## config.mk

```make
export PLATFORM = sky130hd
export DESIGN_NAME = range_accum
export DESIGN_NICKNAME = d
export VERILOG_FILES = /design/src/rtl/range_accum.sv
export SDC_FILE = /design/constraint.sdc
export NUM_CORES = 1
export LEC_CHECK = 0
export BUFFER_PORTS_ARGS = -buffer_cell sky130_fd_sc_hd__buf_4
export CORE_MARGIN = 2
export CORE_UTILIZATION = 54
export DETAILED_ROUTE_END_ITERATION = 10
export PLACE_DENSITY_LB_ADDON = 0.1
export SLEW_MARGIN = 10
export SYNTH_ARGS = -nofsm -noshare
export SYNTH_HDL_FRONTEND = slang
export SYNTH_SLANG_ARGS = --single-unit
```

## constraint.sdc

```tcl
create_clock -name clk -period 3.89 [get_ports clk]
set_clock_uncertainty 0.2 [all_clocks]
set_input_delay 0.778 -clock clk [delete_from_list [all_inputs] [get_ports clk]]
set_output_delay 0.778 -clock clk [all_outputs]
set_load 0.005 [all_outputs]
```

## src/rtl/range_accum.sv

```systemverilog
// Range accumulator: folds elements lo..hi of a captured vector with sum, max, min or xor.
// One element is accumulated per clock. The result is pulsed with done and then held.
module range_accum #(
    parameter  int W  = 4,
    parameter  int N  = 8,
    localparam int IW = $clog2(N),
    localparam int RW = W + IW
) (
    input  logic              clk,
    input  logic              rst,
    input  logic [W*N-1:0]    data_in,
    input  logic [IW-1:0]     bound_a,
    input  logic [IW-1:0]     bound_b,
    input  logic [1:0]        mode,
    input  logic              start,
    input  logic              abort,
    output logic              busy,
    output logic              done,
    output logic              err,
    output logic [RW-1:0]     result
);

    typedef enum logic [1:0] {IDLE = 2'd0, RUN = 2'd1, DONE = 2'd2} state_t;

    localparam logic [IW-1:0] MAXI = IW'(N - 1);

    state_t               state;
    logic [N-1:0][W-1:0]  din, cap;
    logic [1:0]           cap_mode;
    logic [IW-1:0]        idx, hi, idx_nx;
    logic [IW-1:0]        ca, cb, lo_in, hi_in;
    logic                 oob_a, oob_b;
    logic [RW-1:0]        acc, step;
    logic [W-1:0]         elem;

    assign din = data_in;

    // Bounds past the last element only occur for non-power-of-two N.
    assign oob_a  = {1'b0, bound_a} >= (IW+1)'(N);
    assign oob_b  = {1'b0, bound_b} >= (IW+1)'(N);
    assign ca     = oob_a ? MAXI : bound_a;
    assign cb     = oob_b ? MAXI : bound_b;
    assign lo_in  = (ca < cb) ? ca : cb;
    assign hi_in  = (ca < cb) ? cb : ca;

    assign idx_nx = idx + IW'(1);
    assign elem   = cap[idx_nx];
    assign busy   = (state != IDLE);

    // In max/min/xor modes the accumulator only ever holds a zero-extended W-bit value.
    always_comb begin
        step = acc;
        case (cap_mode)
            2'b00:   step = acc + RW'(elem);
            2'b01:   step = (elem > acc[W-1:0]) ? RW'(elem) : acc;
            2'b10:   step = (elem < acc[W-1:0]) ? RW'(elem) : acc;
            default: step = RW'(acc[W-1:0] ^ elem);
        endcase
    end

    always_ff @(posedge clk or negedge rst) begin
        if (!rst) begin
            state    <= IDLE;
            done     <= 1'b0;
            err      <= 1'b0;
            result   <= '0;
            acc      <= '0;
            cap      <= '0;
            cap_mode <= 2'b00;
            idx      <= '0;
            hi       <= '0;
        end else begin
            done <= 1'b0;
            case (state)
                IDLE: begin
                    if (start) begin
                        cap      <= din;
                        cap_mode <= mode;
                        idx      <= lo_in;
                        hi       <= hi_in;
                        acc      <= RW'(din[lo_in]);
                        err      <= oob_a | oob_b;
                        if (lo_in == hi_in) begin
                            state  <= DONE;
                            done   <= 1'b1;
                            result <= RW'(din[lo_in]);
                        end else begin
                            state <= RUN;
                        end
                    end
                end
                RUN: begin
                    if (abort) begin
                        state  <= IDLE;
                        result <= '0;
                        err    <= 1'b0;
                    end else begin
                        idx <= idx_nx;
                        acc <= step;
                        if (idx_nx == hi) begin
                            state  <= DONE;
                            done   <= 1'b1;
                            result <= step;
                        end
                    end
                end
                DONE:    state <= IDLE;
                default: state <= IDLE;
            endcase
        end
    end

endmodule

```

# == Word level (Yosys, flattened, before mapping) ==
# Cells that the tools add are included.
# totals
romBits,0
register_bits,58
memories,0
word_cells,76
inputBits,44
mem_bits_rw,0
out_inout_bits,10
latchBits,0
# classes
multipliers,0
shifts,0
bitwise_logic,1
div,0
reduce_logical,9
magnitude_cmp,5
n_eq_ne,10
n_mux,33
n_addsub,2
# op_table
operator,n
7-bit two-way mux,8
7-bit one-hot mux with 2 select lines,2
4-bit binary-select mux with 3-bit select,2
7-bit one-hot mux with 3 select lines,1
3-bit two-way mux,4
"3-bit by 4-bit less-than comparator with 1-bit output, second input constant",2
2-bit two-way mux,4
4-bit two-way mux,2
"2-bit inequality test, second input constant",4
7-bit by 4-bit adder with 7-bit output,1
3-bit == test,2
1-bit two-way mux,6
3-bit one-hot mux with 2 select lines,1
3-bit AND reduction,2
"2-bit by 1-bit == test with 1-bit output, second input constant",2
4-bit greater-than comparator,1
2-bit logical NOT,2
4-bit less-than comparator,1
1-bit one-hot mux with 2 select lines,2
2-bit one-hot mux with 2 select lines,1
2-bit AND reduction,2
4-bit AND reduction,1
2-bit nonzero test,2
4-bit bitwise XOR,1
4 further kinds,4

# == Logic depth before layout (Yosys ltp) ==
# Gate-level depths: netlist of the first run.
# depth
word_depth,9
depth_mapped,14

# == Worst setup path after synthesis of the first run ==
# OpenSTA, ideal clock, no wires.
# synth_timing
path_type,register -> register
startpoint,reg idx[0]
endpoint,reg acc[1]
n_path_buf,2
arrival_time_ps,3099
path_stages_with_launch,12
setup_slack_ps,449
t_required_ps,3548
cell_sequence,dfrtp_1 > ha_1 > clkbuf_1 > mux4_1 > mux2_2 > ha_1 > clkbuf_1 > o211ai_1 > a21oi_1 > nor2_1 > o311ai_1 > o211ai_1
# synth_between
elab_chain_cells,8
word_cells_on_any_way,12
cone_classes,add/sub (2); order compare (2); mux (7); bitwise (1)
# synth_lines
element,line_no,source
"start, declared",30,"logic [IW-1:0] idx, hi, idx_nx;"
"start signal, assigned",79,idx <= lo_in;
"start signal, assigned",98,idx <= idx_nx;
3-bit by 1-bit adder with 3-bit output *,46,assign idx_nx = idx + IW'(1);
4-bit binary-select mux with 3-bit select *,47,assign elem = cap[idx_nx];
4-bit two-way mux (not written as such) *,47,
branches (longest 2 deep; another with 7-bit by 4-bit adder with 7-bit output),--,
7-bit one-hot mux with 3 select lines *,53,case (cap_mode)
7-bit two-way mux *,93,if (abort) begin
7-bit one-hot mux with 2 select lines *,74,case (state)
"end signal, assigned",81,acc <= RW'(din[lo_in]);
"end signal, assigned",99,acc <= step;
"end, declared",33,"logic [RW-1:0] acc, step;"
# Every way passes the cells marked *. The select of a mux whose other input is x is not followed.
# A chain may end at the register's enable or synchronous reset.

# == Final worst setup path of the first run ==
# layout_timing
startpoint,reg idx[0]
endpoint,reg result[2]
# layout_between
elab_chain_cells,9
word_cells_on_any_way,16
cone_classes,add/sub (2); order compare (2); eq/ne (2); mux (8); bitwise (1); reduce/logical (1)
# layout_lines
element,line_no,source
3-bit by 1-bit adder with 3-bit output *,46,
branches (longest 8 deep; another with 7-bit by 4-bit adder with 7-bit output),--,
"end signal, assigned",86,result <= RW'(din[lo_in]);
"end signal, assigned",103,result <= step;
"end, declared",20,output logic [RW-1:0] result
# Marks and branches as above.

==> implementation parameters, run 1 <==
Parameter                              Value

Floorplanning
  Chip width ... 88.2 µm
  Starting Density ... 56.1%
  Top-level I/O count ... 54
  Core area ... 0.00683 mm²
  # rows ... 30
  Die Y ... 88.2 µm
  Die area ... 0.00778 mm²

Final layout
  Number of nets in the finished design ... 549
  Number of inserted filler cells in the final layout ... 575
  P&R area growth vs syn ... 18.7%
  Antenna cell count ... 0
  Total area of multi-input combinational cells ... 0.00222 mm²
  Final Util ... 66.6%
  Register cell area after layout ... 0.00143 mm²
  Fraction of final layout cells with drive strength greater than 1 ... 18.2%

GRT
  Vias in the first global route ... 3410
  First-pass GRT wire length ... 17.3 mm
  Total congestion overflow ... 0
  Antenna violations before repair ... 0
  Overall track demand over capacity in global routing ... 29.3%
  Largest net degree at the start of global routing ... 58

Timing
  Fmax ... 0.277 GHz
  Number of hold violations in the final report ... 0
  Setup violators final ... 0
  Worst slew slack as a fraction of its limit ... 48.4%
  Transition time at the pin with the least slew margin ... 0.771 ns
  Ratio of final minimum period to clock period ... 92.8%
  Final total negative setup slack ... 0 ns
  Unrepaired setup endpoints after global routing ... false
  Tmin final ... 3.61 ns
  Max-slew violations ... 0

Drt
  Number of detailed-routing iterations run before antenna repair ... 4
  Routed Wire Length ... 10.7 mm
  Sum of met2 wire segment lengths after detailed routing ... 5.36 mm
  Via count ... 3601
  Wire length on met1 ... 4.46 mm
  Routed via count divided by cell count ... 6.09
  Met3 Routed Length ... 587 µm
  Routed wire length per instance ... 18.1 µm
  DRC Markers ... 0
  Count of nets left with antenna violations after detail routing ... 0
  Top Layer Used ... met4
  Violation count after the first detailed-routing iteration ... 286

Synthesis
  Syn nets ... 499
  Proportion of synthesized chip area in sequential cells ... 37.2%
  Cell type with the highest aggregate area in the netlist ... sky130_fd_sc_hd__dfrtp_1
  Mapped Avg Cell Area ... 8.71 µm²
  Synth Area in Compound Gates ... 19.5%
  Xor and xnor fraction of the mapped netlist area ... 1.83%
  YS warnings ... 0
  Dominant combinational cell family by area after synthesis ... simple AND/OR/NAND/NOR gates
  Adder-cell area share of the yosys netlist ... 5.09%
  Synth Register Bits ... 57
  Simple-Gate Fraction of Synth Area ... 24.5%
  Area share of the largest cell type after synthesis ... 37.2%
  Ys flop type ... sky130_fd_sc_hd__dfrtp_1
  Number of synthesized flops with an enable pin ... 0
  Multiplexer fraction of the synthesized cell area ... 6.76%
  Mapped Cells ... 440
  Cell Area, Synth ... 0.00383 mm²
  Async SR Flop Fraction ... 100%
  Number of distinct library cells after synthesis ... 61
  Largest cells by area after synthesis ... sky130_fd_sc_hd__dfrtp_1, sky130_fd_sc_hd__nand2_1, sky130_fd_sc_hd__mux4_1

CTS
  Number of buffers on the longest clock path ... 2
  CTS sink count ... 57
  Cell at the root of the clock tree ... sky130_fd_sc_hd__clkbuf_8
  H-tree levels ... 3
  TritonCTS clock tree ... yes
  Number of buffers inserted by post-CTS setup repair ... 0
  Number of buffers added by the clock tree synthesis step ... 9
  Clock slew at the register clock pins of the worst setup and hold paths ... 0.08 ns
  Worst skew pair latency ... 0.35 ns

Flow run
  Number of max-cap violations ... 0

Setup path
  Critical path type ... register to register
  Critical path cell sequence ... ha_1 > buf_4 > mux4_1 > mux2_2 > ha_1 > o211ai_1 > a211o_1 > a21boi_0 > o311ai_0 > a31oi_1
  Worst-path cell with the longest stage delay ... sky130_fd_sc_hd__ha_1
  Arrival time of the worst setup path ... 3.67 ns
  Setup crit end kind ... register
  Most frequent cell on the critical path ... sky130_fd_sc_hd__ha_1
  Largest fanout on the critical path ... 9
  Buffering stage count on the worst path with inverters included ... 1
  Required arrival time at the worst endpoint ... 3.95 ns
  Delay of the slowest cell on the worst path ... 0.47 ns
  Cell family with most CP delay ... compound AO/OA/AOI/OAI gates
  Critical Path Source Type ... register

Power
  Maximum vdd drop ... 0.000331 V
  Part of the total power dissipated in combinational logic ... 57.8%
  Part of the power in registers ... 25.4%
  Power density over cell area ... 946 mW/mm²
  Int Pwr ... 2390 µW
  Clock network fraction of total power ... 16.8%
  Total power of the final layout ... 4300 µW
  Reported net switching power ... 1910 µW
  Static leakage power ... 0.00216 µW
  Switching Share ... 44.5%

Placed design
  Gpl congestion ... 0.975
  Buffers on Ports ... 52
  Half-perimeter wire length after placement ... 7.77 mm

Min path
  Worst hold path type ... register to register

Run status
  Outcome ... complete, no violations
cell usage in the layout (no fill, tap or decap), types with 3 or more instances in the layout:
cell                        Yosys  routed
sky130_fd_sc_hd__nand3_1       18      18
sky130_fd_sc_hd__xnor2_1        5       5
sky130_fd_sc_hd__dfrtp_1       57      57
sky130_fd_sc_hd__o31ai_1        7       7
sky130_fd_sc_hd__xor2_1         3       3
sky130_fd_sc_hd__bufinv_16      0       3
sky130_fd_sc_hd__buf_4          3      60
sky130_fd_sc_hd__a211oi_1       4       4
sky130_fd_sc_hd__a311o_1        4       4
sky130_fd_sc_hd__a31oi_1        9       9
sky130_fd_sc_hd__nand4_1        5       5
sky130_fd_sc_hd__ha_1          14      14
sky130_fd_sc_hd__a211o_1        9       9
sky130_fd_sc_hd__o21ai_0       18      18
sky130_fd_sc_hd__nor2_1        20      20
sky130_fd_sc_hd__inv_1         20      20
sky130_fd_sc_hd__mux2i_1        3       3
sky130_fd_sc_hd__a32oi_1        8       8
sky130_fd_sc_hd__a21boi_0       6       6
sky130_fd_sc_hd__nor2b_1       10      10
sky130_fd_sc_hd__clkbuf_8       0      11
sky130_fd_sc_hd__a21oi_1       10       8
sky130_fd_sc_hd__nand2b_1       4       4
sky130_fd_sc_hd__mux4_1         7       7
sky130_fd_sc_hd__and3_1         4       4
sky130_fd_sc_hd__nand2_1      122     122
sky130_fd_sc_hd__o22ai_1        3       3
sky130_fd_sc_hd__nor3_1         7       7
layout make-up:
type	count	area share [%]
tap	96	2.64
clock inverter	4	2.17
multi-input combinational	342	48.8
sequential	57	31.4
clock buffer	12	3.41
timing repair buffer	60	9.91
inverter	20	1.65
synthesized netlist by cell type (3+ instances only):
master                     instances
sky130_fd_sc_hd__nand4_1           5
sky130_fd_sc_hd__nand2b_1          4
sky130_fd_sc_hd__xor2_1            3
sky130_fd_sc_hd__buf_2             3
sky130_fd_sc_hd__nand3_1          18
sky130_fd_sc_hd__clkbuf_1         12
sky130_fd_sc_hd__nand2_1         122
sky130_fd_sc_hd__a311o_1           4
sky130_fd_sc_hd__buf_6             3
sky130_fd_sc_hd__a32oi_1           8
sky130_fd_sc_hd__nor2b_1          10
sky130_fd_sc_hd__a211o_1           9
sky130_fd_sc_hd__nor2_1           20
sky130_fd_sc_hd__mux2i_1           3
sky130_fd_sc_hd__mux4_1            7
sky130_fd_sc_hd__a21boi_0          6
sky130_fd_sc_hd__nor3_1            7
sky130_fd_sc_hd__ha_1             14
sky130_fd_sc_hd__o22ai_1           3
sky130_fd_sc_hd__o21ai_0          18
sky130_fd_sc_hd__dfrtp_1          57
sky130_fd_sc_hd__a31oi_1           9
sky130_fd_sc_hd__xnor2_1           5
sky130_fd_sc_hd__a21oi_1          10
sky130_fd_sc_hd__and3_1            4
sky130_fd_sc_hd__inv_1            20
sky130_fd_sc_hd__a211oi_1          4
sky130_fd_sc_hd__buf_4             3
sky130_fd_sc_hd__o31ai_1           7
per-layer routing:
layer  GRT usage (%)  vias up
met4            12.0        0
li1                -     1678
met3            4.20       24
met2            49.3      178
met1            38.2     1721
met5               0        -
repair_timing:
item	in CTS	in global routing
hold buffers	0	0
gates resized for setup	0	2
endpoints found under the setup margin	0	4
metrics by stage:
stage	instances	area [µm²]	hold slack [ns]	setup slack, ns
after floorplan	440	3830	0.237	0.449
after global placement	575	4290	0.251	0.300
after detailed placement	575	4290	0.260	0.231
after CTS	591	4540	0.276	0.198
after global routing	591	4550	0.303	0.0176
final	591	4550	0.275	0.282
sequential cells by signal, indices dropped and copies added (netlist names):
name / count
state: 2
result: 7
idx: 3
cap: 32
acc: 7
hi: 3
cap_mode: 2
done: 1
power by group through the flow:
stage	clock network, µW	logic, µW	registers [µW]
global route	753	2730	1120
detailed placement	0	2420	1100
finish	722	2490	1090
CTS	723	2440	1090
floorplan	0	1790	992
global placement	0	2360	1090
kinds of logic (layout without fill, tap and decap cells):
logic type | count (synthesis) | in the layout
XOR/XNOR | 8 | 8
AND/OR/NAND/NOR | 205 | 205
AO/OA/AOI/OAI | 100 | 100
flip-flops | 57 | 57
adder cells (fa/ha/maj) | 15 | 15
buffers and inverters | 41 | 96
multiplexers | 13 | 13
other | 1 | 1
worst paths after layout:
| path | start | end | slack (ns) | cells past startpoint |
|---|---|---|---|---|
| worst max-delay path | idx[0]$_DFFE_PN0P_ | result[2]$_DFFE_PN0P_ | 0.28 | 10 |
| worst min-delay path | cap[15]$_DFFE_PN0P_ | cap[15]$_DFFE_PN0P_ | 0.28 | 2 |
| worst max register to register | idx[0]$_DFFE_PN0P_ | result[2]$_DFFE_PN0P_ | 0.28 | 10 |
| worst min register to register | cap[15]$_DFFE_PN0P_ | cap[15]$_DFFE_PN0P_ | 0.28 | 2 |
| max in group asynchronous | rst | cap[17]$_DFFE_PN0P_ | 2.70 | 1 |
| min in group asynchronous | rst | result[4]$_DFFE_PN0P_ | 0.29 | 1 |
worst register-to-register path, cell delays in order (launching register included):
cell and delay [ns]:
sky130_fd_sc_hd__dfrtp_1 0.40, sky130_fd_sc_hd__ha_1 0.43, sky130_fd_sc_hd__buf_4 0.18, sky130_fd_sc_hd__mux4_1 0.26
sky130_fd_sc_hd__mux2_2 0.31, sky130_fd_sc_hd__ha_1 0.47, sky130_fd_sc_hd__o211ai_1 0.24, sky130_fd_sc_hd__a211o_1 0.40
sky130_fd_sc_hd__a21boi_0 0.28, sky130_fd_sc_hd__o311ai_0 0.15, sky130_fd_sc_hd__a31oi_1 0.21
Note: power is estimated with default switching activity, not from simulation.
==> inputs of run 2 (changes only) <==
--- a/config.mk
+++ b/config.mk
@@ -8,7 +8,9 @@
 export BUFFER_PORTS_ARGS = -buffer_cell sky130_fd_sc_hd__buf_4
 export CORE_MARGIN = 2
 export CORE_UTILIZATION = 54
+export CTS_CLUSTER_SIZE = 14
 export DETAILED_ROUTE_END_ITERATION = 10
+export HOLD_SLACK_MARGIN = 0.12
 export PLACE_DENSITY_LB_ADDON = 0.1
 export SLEW_MARGIN = 10
 export SYNTH_ARGS = -nofsm -noshare
==> constraint.sdc (replaced) <==
create_clock -name clk -period 3.4 [get_ports clk]
set_clock_uncertainty 0.2 [all_clocks]
set_input_delay 0.68 -clock clk [delete_from_list [all_inputs] [get_ports clk]]
set_output_delay 0.68 -clock clk [all_outputs]
set_load 0.005 [all_outputs]
==> implementation parameters, run 2 (same netlist as run 1, synthesis figures left out) <==
Parameter                              Value

Run status
  Outcome ... complete, no violations

CTS
  H-tree levels ... 3
  CTS sink count ... 57
  Cts-stage hold buffer count ... 0
  TritonCTS clock tree ... yes
  Cell at the root of the clock tree ... sky130_fd_sc_hd__clkbuf_8
  Worst skew pair latency ... 0.35 ns
  Number of buffers added by the clock tree synthesis step ... 9
  Clock slew at the register clock pins of the worst setup and hold paths ... 0.08 ns
  Number of buffers on the longest clock path ... 2

Timing
  Final total negative setup slack ... 0 ns
  Fmax ... 0.298 GHz
  Final Hold Slack ... 0.189 ns
  Post-layout worst setup margin ... 0.0393 ns
  Unrepaired setup endpoints after global routing ... true
  Worst slew slack as a fraction of its limit ... 50.2%
  Number of hold violations in the final report ... 0
  Tmin final ... 3.36 ns
  Ratio of final minimum period to clock period ... 98.8%
  Transition time at the pin with the least slew margin ... 0.747 ns
  Setup violators final ... 0
  Max-slew violations ... 0

Final layout
  Number of flip-flops in the largest register ... 32
  Number of nets in the finished design ... 579
  Largest regs ... cap: 32 flops, acc: 7 flops, result: 7 flops
  P&R area growth vs syn ... 27.0%
  Most frequent cells in the layout ... sky130_fd_sc_hd__nand2_1, sky130_fd_sc_hd__buf_4, sky130_fd_sc_hd__dfrtp_1
  Leading cell type in the layout, fill and taps excluded ... sky130_fd_sc_hd__nand2_1
  Final instance area ... 0.00487 mm²
  Most flops, register ... cap
  Fraction of final layout cells with drive strength greater than 1 ... 26.3%
  Antenna cell count ... 0

Setup path
  Critical path type ... register to register
  Arrival time of the worst setup path ... 3.38 ns
  Largest fanout on the critical path ... 5
  Critical Path Source Type ... register
  Required arrival time at the worst endpoint ... 3.42 ns
  Setup crit end kind ... register

Floorplanning
  Die Y ... 88.2 µm
  Chip width ... 88.2 µm
  Core area ... 0.00683 mm²
  Starting Density ... 56.1%
  Top-level I/O count ... 54
  # rows ... 30
  Die area ... 0.00778 mm²

Power
  Power density over cell area ... 1180 mW/mm²
  Switching Share ... 43.1%
  Int Pwr ... 3260 µW
  Part of the power in registers ... 21.8%
  Static leakage power ... 0.00230 µW
  Part of the total power dissipated in combinational logic ... 65.1%
  Reported net switching power ... 2460 µW
  Maximum vdd drop ... 0.000504 V
  Clock network fraction of total power ... 13.1%

GRT
  Antenna violations before repair ... 0
  Largest net degree at the start of global routing ... 58
  Vias in the first global route ... 3459
  Top Usage Layer GRT ... met2
  GR Layer Usage met1 ... 37.8%
  First-pass GRT wire length ... 17.3 mm
  Met3 capacity usage during global routing ... 3.82%
  Grt met2 use ... 50.5%
  Overall track demand over capacity in global routing ... 29.5%
  Total congestion overflow ... 0

Placed design
  Gpl congestion ... 0.973
  Buffers on Ports ... 52
  Half-perimeter wire length after placement ... 7.90 mm
  Minimum setup slack after placement ... -0.0853 ns
  Standard cell area after detailed placement ... 0.00449 mm²

Drt
  Count of nets left with antenna violations after detail routing ... 0
  Routed wire length per instance ... 17.7 µm
  Routed Wire Length ... 11.0 mm
  DRC Markers ... 0
  Violation count after the first detailed-routing iteration ... 236
  Routed via count divided by cell count ... 5.90
  Number of detailed-routing iterations run before antenna repair ... 5
  Via count ... 3664

Min path
  Worst hold path type ... input pin to asynchronous set/reset pin

Flow run
  Number of max-cap violations ... 0
-- run 2: power by group through the flow --
stage | clock network [µW] | registers [µW] | logic [µW]
4_1_cts | 755 | 1230 | 3250
3_5_place_dp | 0 | 1240 | 3200
2_1_floorplan | 0 | 1140 | 2070
6_report | 750 | 1250 | 3720
5_1_grt | 792 | 1290 | 4040
3_3_place_gp | 0 | 1230 | 3160
-- run 2: worst paths after layout --
kind	startpoint	endpoint	slack, ns	depth (start not counted)
min in group clk	cap[20]$_DFFE_PN0P_	cap[20]$_DFFE_PN0P_	0.27	2
min	rst	acc[5]$_DFFE_PN0P_	0.19	1
max reg2reg	idx[0]$_DFFE_PN0P_	acc[1]$_DFFE_PN0P_	0.04	11
min reg2reg	cap[20]$_DFFE_PN0P_	cap[20]$_DFFE_PN0P_	0.27	2
max in group asynchronous	rst	idx[0]$_DFFE_PN0P_	2.28	1
max	idx[0]$_DFFE_PN0P_	acc[1]$_DFFE_PN0P_	0.04	11
-- run 2: routing by layer --
layer	up-vias	share of wire, %
met3	25	6.9
met4	0	2.6
met2	163	50
met1	1735	41
met5	-	0
li1	1741	-
-- run 2: through the flow --
step                      power, µW  std cells  utilization, %
after floorplan                3210        440               -
after global placement         4390        600            65.7
after detailed placement       4440        600            65.7
after CTS                      5230        616            69.1
after global routing           6120        621            71.2
final                          5720        621            71.2
-- run 2: critical path: stages, from the launching register on --
cell	delay, ns
sky130_fd_sc_hd__dfrtp_2	0.45
sky130_fd_sc_hd__buf_8	0.15
sky130_fd_sc_hd__mux4_1	0.55
sky130_fd_sc_hd__mux2_2	0.31
sky130_fd_sc_hd__ha_2	0.38
sky130_fd_sc_hd__o211ai_1	0.14
sky130_fd_sc_hd__buf_4	0.17
sky130_fd_sc_hd__a21oi_2	0.17
sky130_fd_sc_hd__buf_6	0.15
sky130_fd_sc_hd__nor2_1	0.07
sky130_fd_sc_hd__o311ai_2	0.33
sky130_fd_sc_hd__o211ai_1	0.14
-- run 2: repair_timing --
item | in CTS | in global routing
setup buffers | 0 | 4
gates resized for setup | 4 | 25
cloned | 0 | 1
pin swaps | 0 | 5
endpoints found under the setup margin | 6 | 14
-- run 2: area by class of cell --
cell class,instances,area (µm²)
clock buffers,11,151
clock inverters,5,77.6
fillers,568,1970
inverters,20,75.1
multi-input cells,342,2300
flip-flops and latches,57,1430
well taps,96,120
repair buffers,90,717
==> inputs of run 3 (changes only) <==
--- a/config.mk
+++ b/config.mk
@@ -5,6 +5,7 @@
 export SDC_FILE = /design/constraint.sdc
 export NUM_CORES = 1
 export LEC_CHECK = 0
+export ABC_AREA = 1
 export BUFFER_PORTS_ARGS = -buffer_cell sky130_fd_sc_hd__buf_4
 export CORE_MARGIN = 2
 export CORE_UTILIZATION = 54
==> implementation parameters, run 3 <==
Parameter                              Value

Drt
  Violation count after the first detailed-routing iteration ... 266
  Routed via count divided by cell count ... 5.21
  Count of nets left with antenna violations after detail routing ... 0
  Routed wire length per instance ... 14.0 µm
  Via count ... 3592
  DRC Markers ... 0
  Routed Wire Length ... 9.67 mm
  Number of detailed-routing iterations run before antenna repair ... 5

Final layout
  Most flops, register ... cap
  Leading cell type in the layout, fill and taps excluded ... sky130_fd_sc_hd__nand2_1
  Most frequent cells in the layout ... sky130_fd_sc_hd__nand2_1, sky130_fd_sc_hd__inv_1, sky130_fd_sc_hd__dfrtp_1
  Fraction of final layout cells with drive strength greater than 1 ... 15.6%
  Post-route insts no fill ... 690
  Antenna cell count ... 0
  Largest regs ... cap: 32 flops, acc: 7 flops, result: 7 flops
  Number of inserted filler cells in the final layout ... 603
  Number of flip-flops in the largest register ... 32
  Number of nets in the finished design ... 665
  P&R area growth vs syn ... 16.9%
  Final instance area ... 0.00440 mm²

Floorplanning
  Chip width ... 87.5 µm
  Die Y ... 87.5 µm
  Starting Density ... 55.7%
  Top-level I/O count ... 54
  Core area ... 0.00676 mm²
  # rows ... 30
  Die area ... 0.00766 mm²

Power
  Reported net switching power ... 2270 µW
  Clock network fraction of total power ... 14.1%
  Maximum vdd drop ... 0.000598 V
  Switching Share ... 49.3%
  Part of the total power dissipated in combinational logic ... 60.3%
  Power density over cell area ... 1040 mW/mm²
  Int Pwr ... 2330 µW
  Part of the power in registers ... 25.6%
  Static leakage power ... 0.00245 µW

GRT
  Overall track demand over capacity in global routing ... 27.3%
  Largest net degree at the start of global routing ... 73
  First-pass GRT wire length ... 16.2 mm
  Antenna violations before repair ... 0
  Total congestion overflow ... 0
  Vias in the first global route ... 3441

Flow run
  Number of max-cap violations ... 0

Synthesis
  Number of synthesized flops with an enable pin ... 0
  Async SR Flop Fraction ... 100%
  Most frequent cells after synthesis ... sky130_fd_sc_hd__nand2_1, sky130_fd_sc_hd__inv_1, sky130_fd_sc_hd__dfrtp_1, sky130_fd_sc_hd__o21ai_0, sky130_fd_sc_hd__nand3_1
  Mapped Cells ... 553
  Mapped Avg Cell Area ... 6.81 µm²
  YS warnings ... 0
  Synth Register Bits ... 57
  Syn nets ... 612
  Cell Area, Synth ... 0.00376 mm²
  Ys flop type ... sky130_fd_sc_hd__dfrtp_1
  Proportion of synthesized chip area in sequential cells ... 37.9%
  Most common cell in the netlist ... sky130_fd_sc_hd__nand2_1
  Largest cells by area after synthesis ... sky130_fd_sc_hd__dfrtp_1, sky130_fd_sc_hd__nand2_1, sky130_fd_sc_hd__o21ai_0
  Area share of the largest cell type after synthesis ... 37.9%
  Number of distinct library cells after synthesis ... 35
  Cell type with the highest aggregate area in the netlist ... sky130_fd_sc_hd__dfrtp_1

CTS
  CTS sink count ... 57
  Number of buffers added by the clock tree synthesis step ... 9
  H-tree levels ... 3
  Worst skew pair latency ... 0.34 ns
  Cts-stage hold buffer count ... 0
  Post-CTS resize count ... 0
  Clock slew at the register clock pins of the worst setup and hold paths ... 0.07 ns
  Number of buffers inserted by post-CTS setup repair ... 0
  TritonCTS clock tree ... yes
  Number of buffers on the longest clock path ... 2
  Cell at the root of the clock tree ... sky130_fd_sc_hd__clkbuf_8

Timing
  Fmax ... 0.322 GHz
  Worst slew slack as a fraction of its limit ... 50.8%
  Final total negative setup slack ... 0 ns
  Max-slew violations ... 0
  Transition time at the pin with the least slew margin ... 0.738 ns
  Tmin final ... 3.11 ns
  Ratio of final minimum period to clock period ... 91.4%
  Number of hold violations in the final report ... 0
  Unrepaired setup endpoints after global routing ... false
  Setup violators final ... 0

Placed design
  Gpl congestion ... 0.899
  Standard cell area after detailed placement ... 0.00419 mm²
  Cell Count Post-Placement ... 675
  Buffers on Ports ... 52
  Half-perimeter wire length after placement ... 7.03 mm

Run status
  Outcome ... complete, no violations

Setup path
  Largest fanout on the critical path ... 7
  Arrival time of the worst setup path ... 3.17 ns
  Required arrival time at the worst endpoint ... 3.47 ns
  Critical path cell sequence ... ha_4 > buf_4 > nor2_1 > o21ai_0 > nand2_1 > nand2_1 > nand2_1 > ha_1 > inv_1 > fa_1 > inv_1 > nand3_1 > nand3_1 > nand2_1 > o21ai_1 > nand2_1 > o21ai_0 > nand2_1 > o21ai_1
  Most frequent cell on the critical path ... sky130_fd_sc_hd__nand2_1
  Critical path type ... register to register
  Critical Path Source Type ... register
  Worst-path cell with the longest stage delay ... sky130_fd_sc_hd__dfrtp_1
  Setup crit end kind ... register
  Delay of the slowest cell on the worst path ... 0.42 ns

Min path
  Worst hold path type ... input pin to asynchronous set/reset pin
==> run 3: changes by cell type after synthesis, sizes merged, moves of 6 or more <==
cell | before | now
inv | 20 | 72
a31oi | 10 | 0
o31ai | 8 | 0
nand3 | 18 | 47
nor2b | 10 | 0
a32oi | 8 | 0
a211o | 9 | 0
nand2 | 123 | 210
nor3 | 7 | 1
mux4 | 8 | 0
nor2 | 21 | 47
a21boi | 6 | 0
o21ai | 18 | 64
==> run 3: per-stage QoR <==
stage	power [µW]	setup WS, ns	hold WS (ns)	utilization, %
after floorplan	3180	0.594	0.184	-
after detailed placement	3880	0.272	0.267	62.0
final	4600	0.292	0.195	65.2
after global routing	5070	0.0240	0.251	65.2
after CTS	4550	0.189	0.230	64.9
after global placement	3820	0.363	0.261	62.0
==> run 3: final cells by class <==
class                           count  area (µm²)  share of cell area, %
Sequential cell                    57        1430                   32.4
Clock buffer                       12         155                   3.52
Inverter                           74         297                   6.73
Clock inverter                      3        40.0                  0.909
Tap cell                           80         100                   2.27
Timing Repair Buffer               56         424                   9.63
Multi-Input combinational cell    408        1960                   44.5
==> run 3: cell families after synthesis <==
logic type      Yosys count  share of synthesized area (%)
simple gates            311                           34.4
flops                    57                           37.9
other cells               1                         0.0996
compound gates           79                           11.4
xor+xnor                  2                          0.665
buf+inv                  88                           10.4
fa+ha+maj                15                           5.18
==> run 3: worst paths after layout <==
check	start	endpoint	slack, ns	depth (start not counted)
worst max-delay path	idx[0]$_DFFE_PN0P_	result[6]$_DFFE_PN0P_	0.29	19
worst min-delay path	rst	cap[22]$_DFFE_PN0P_	0.19	1
worst max register to register	idx[0]$_DFFE_PN0P_	result[6]$_DFFE_PN0P_	0.29	19
worst min register to register	cap[23]$_DFFE_PN0P_	cap[23]$_DFFE_PN0P_	0.28	2
max in group asynchronous	rst	result[1]$_DFFE_PN0P_	2.31	1
min in group clk	cap[23]$_DFFE_PN0P_	cap[23]$_DFFE_PN0P_	0.28	2
==> run 3: per-layer routing <==
layer | GRT usage [%] | up-vias | routed length, µm
met2 | 42.1 | 111 | 4330
li1 | - | 1834 | -
met5 | 0 | - | 0
met3 | 5.12 | 24 | 550
met1 | 38.3 | 1623 | 4560
met4 | 10.2 | 0 | 235
==> run 3: power groups by stage <==
stage | combinational, µW | sequential (µW) | clock (µW)
after global placement | 2650 | 1170 | 0
after detailed placement | 2700 | 1180 | 0
final | 2780 | 1180 | 646
after floorplan | 2060 | 1120 | 0
after global routing | 3170 | 1210 | 685
after CTS | 2730 | 1170 | 650
==> run 3: worst max-delay path: cells and delay by family (launching register included) <==
kind | cells | cell delay, ns
adders and majority gates | 3 | 0.83
and+or+nand+nor | 9 | 0.74
AOI/OAI and AO/OA | 4 | 0.52
DFF | 1 | 0.42
buffers and inverters | 3 | 0.31
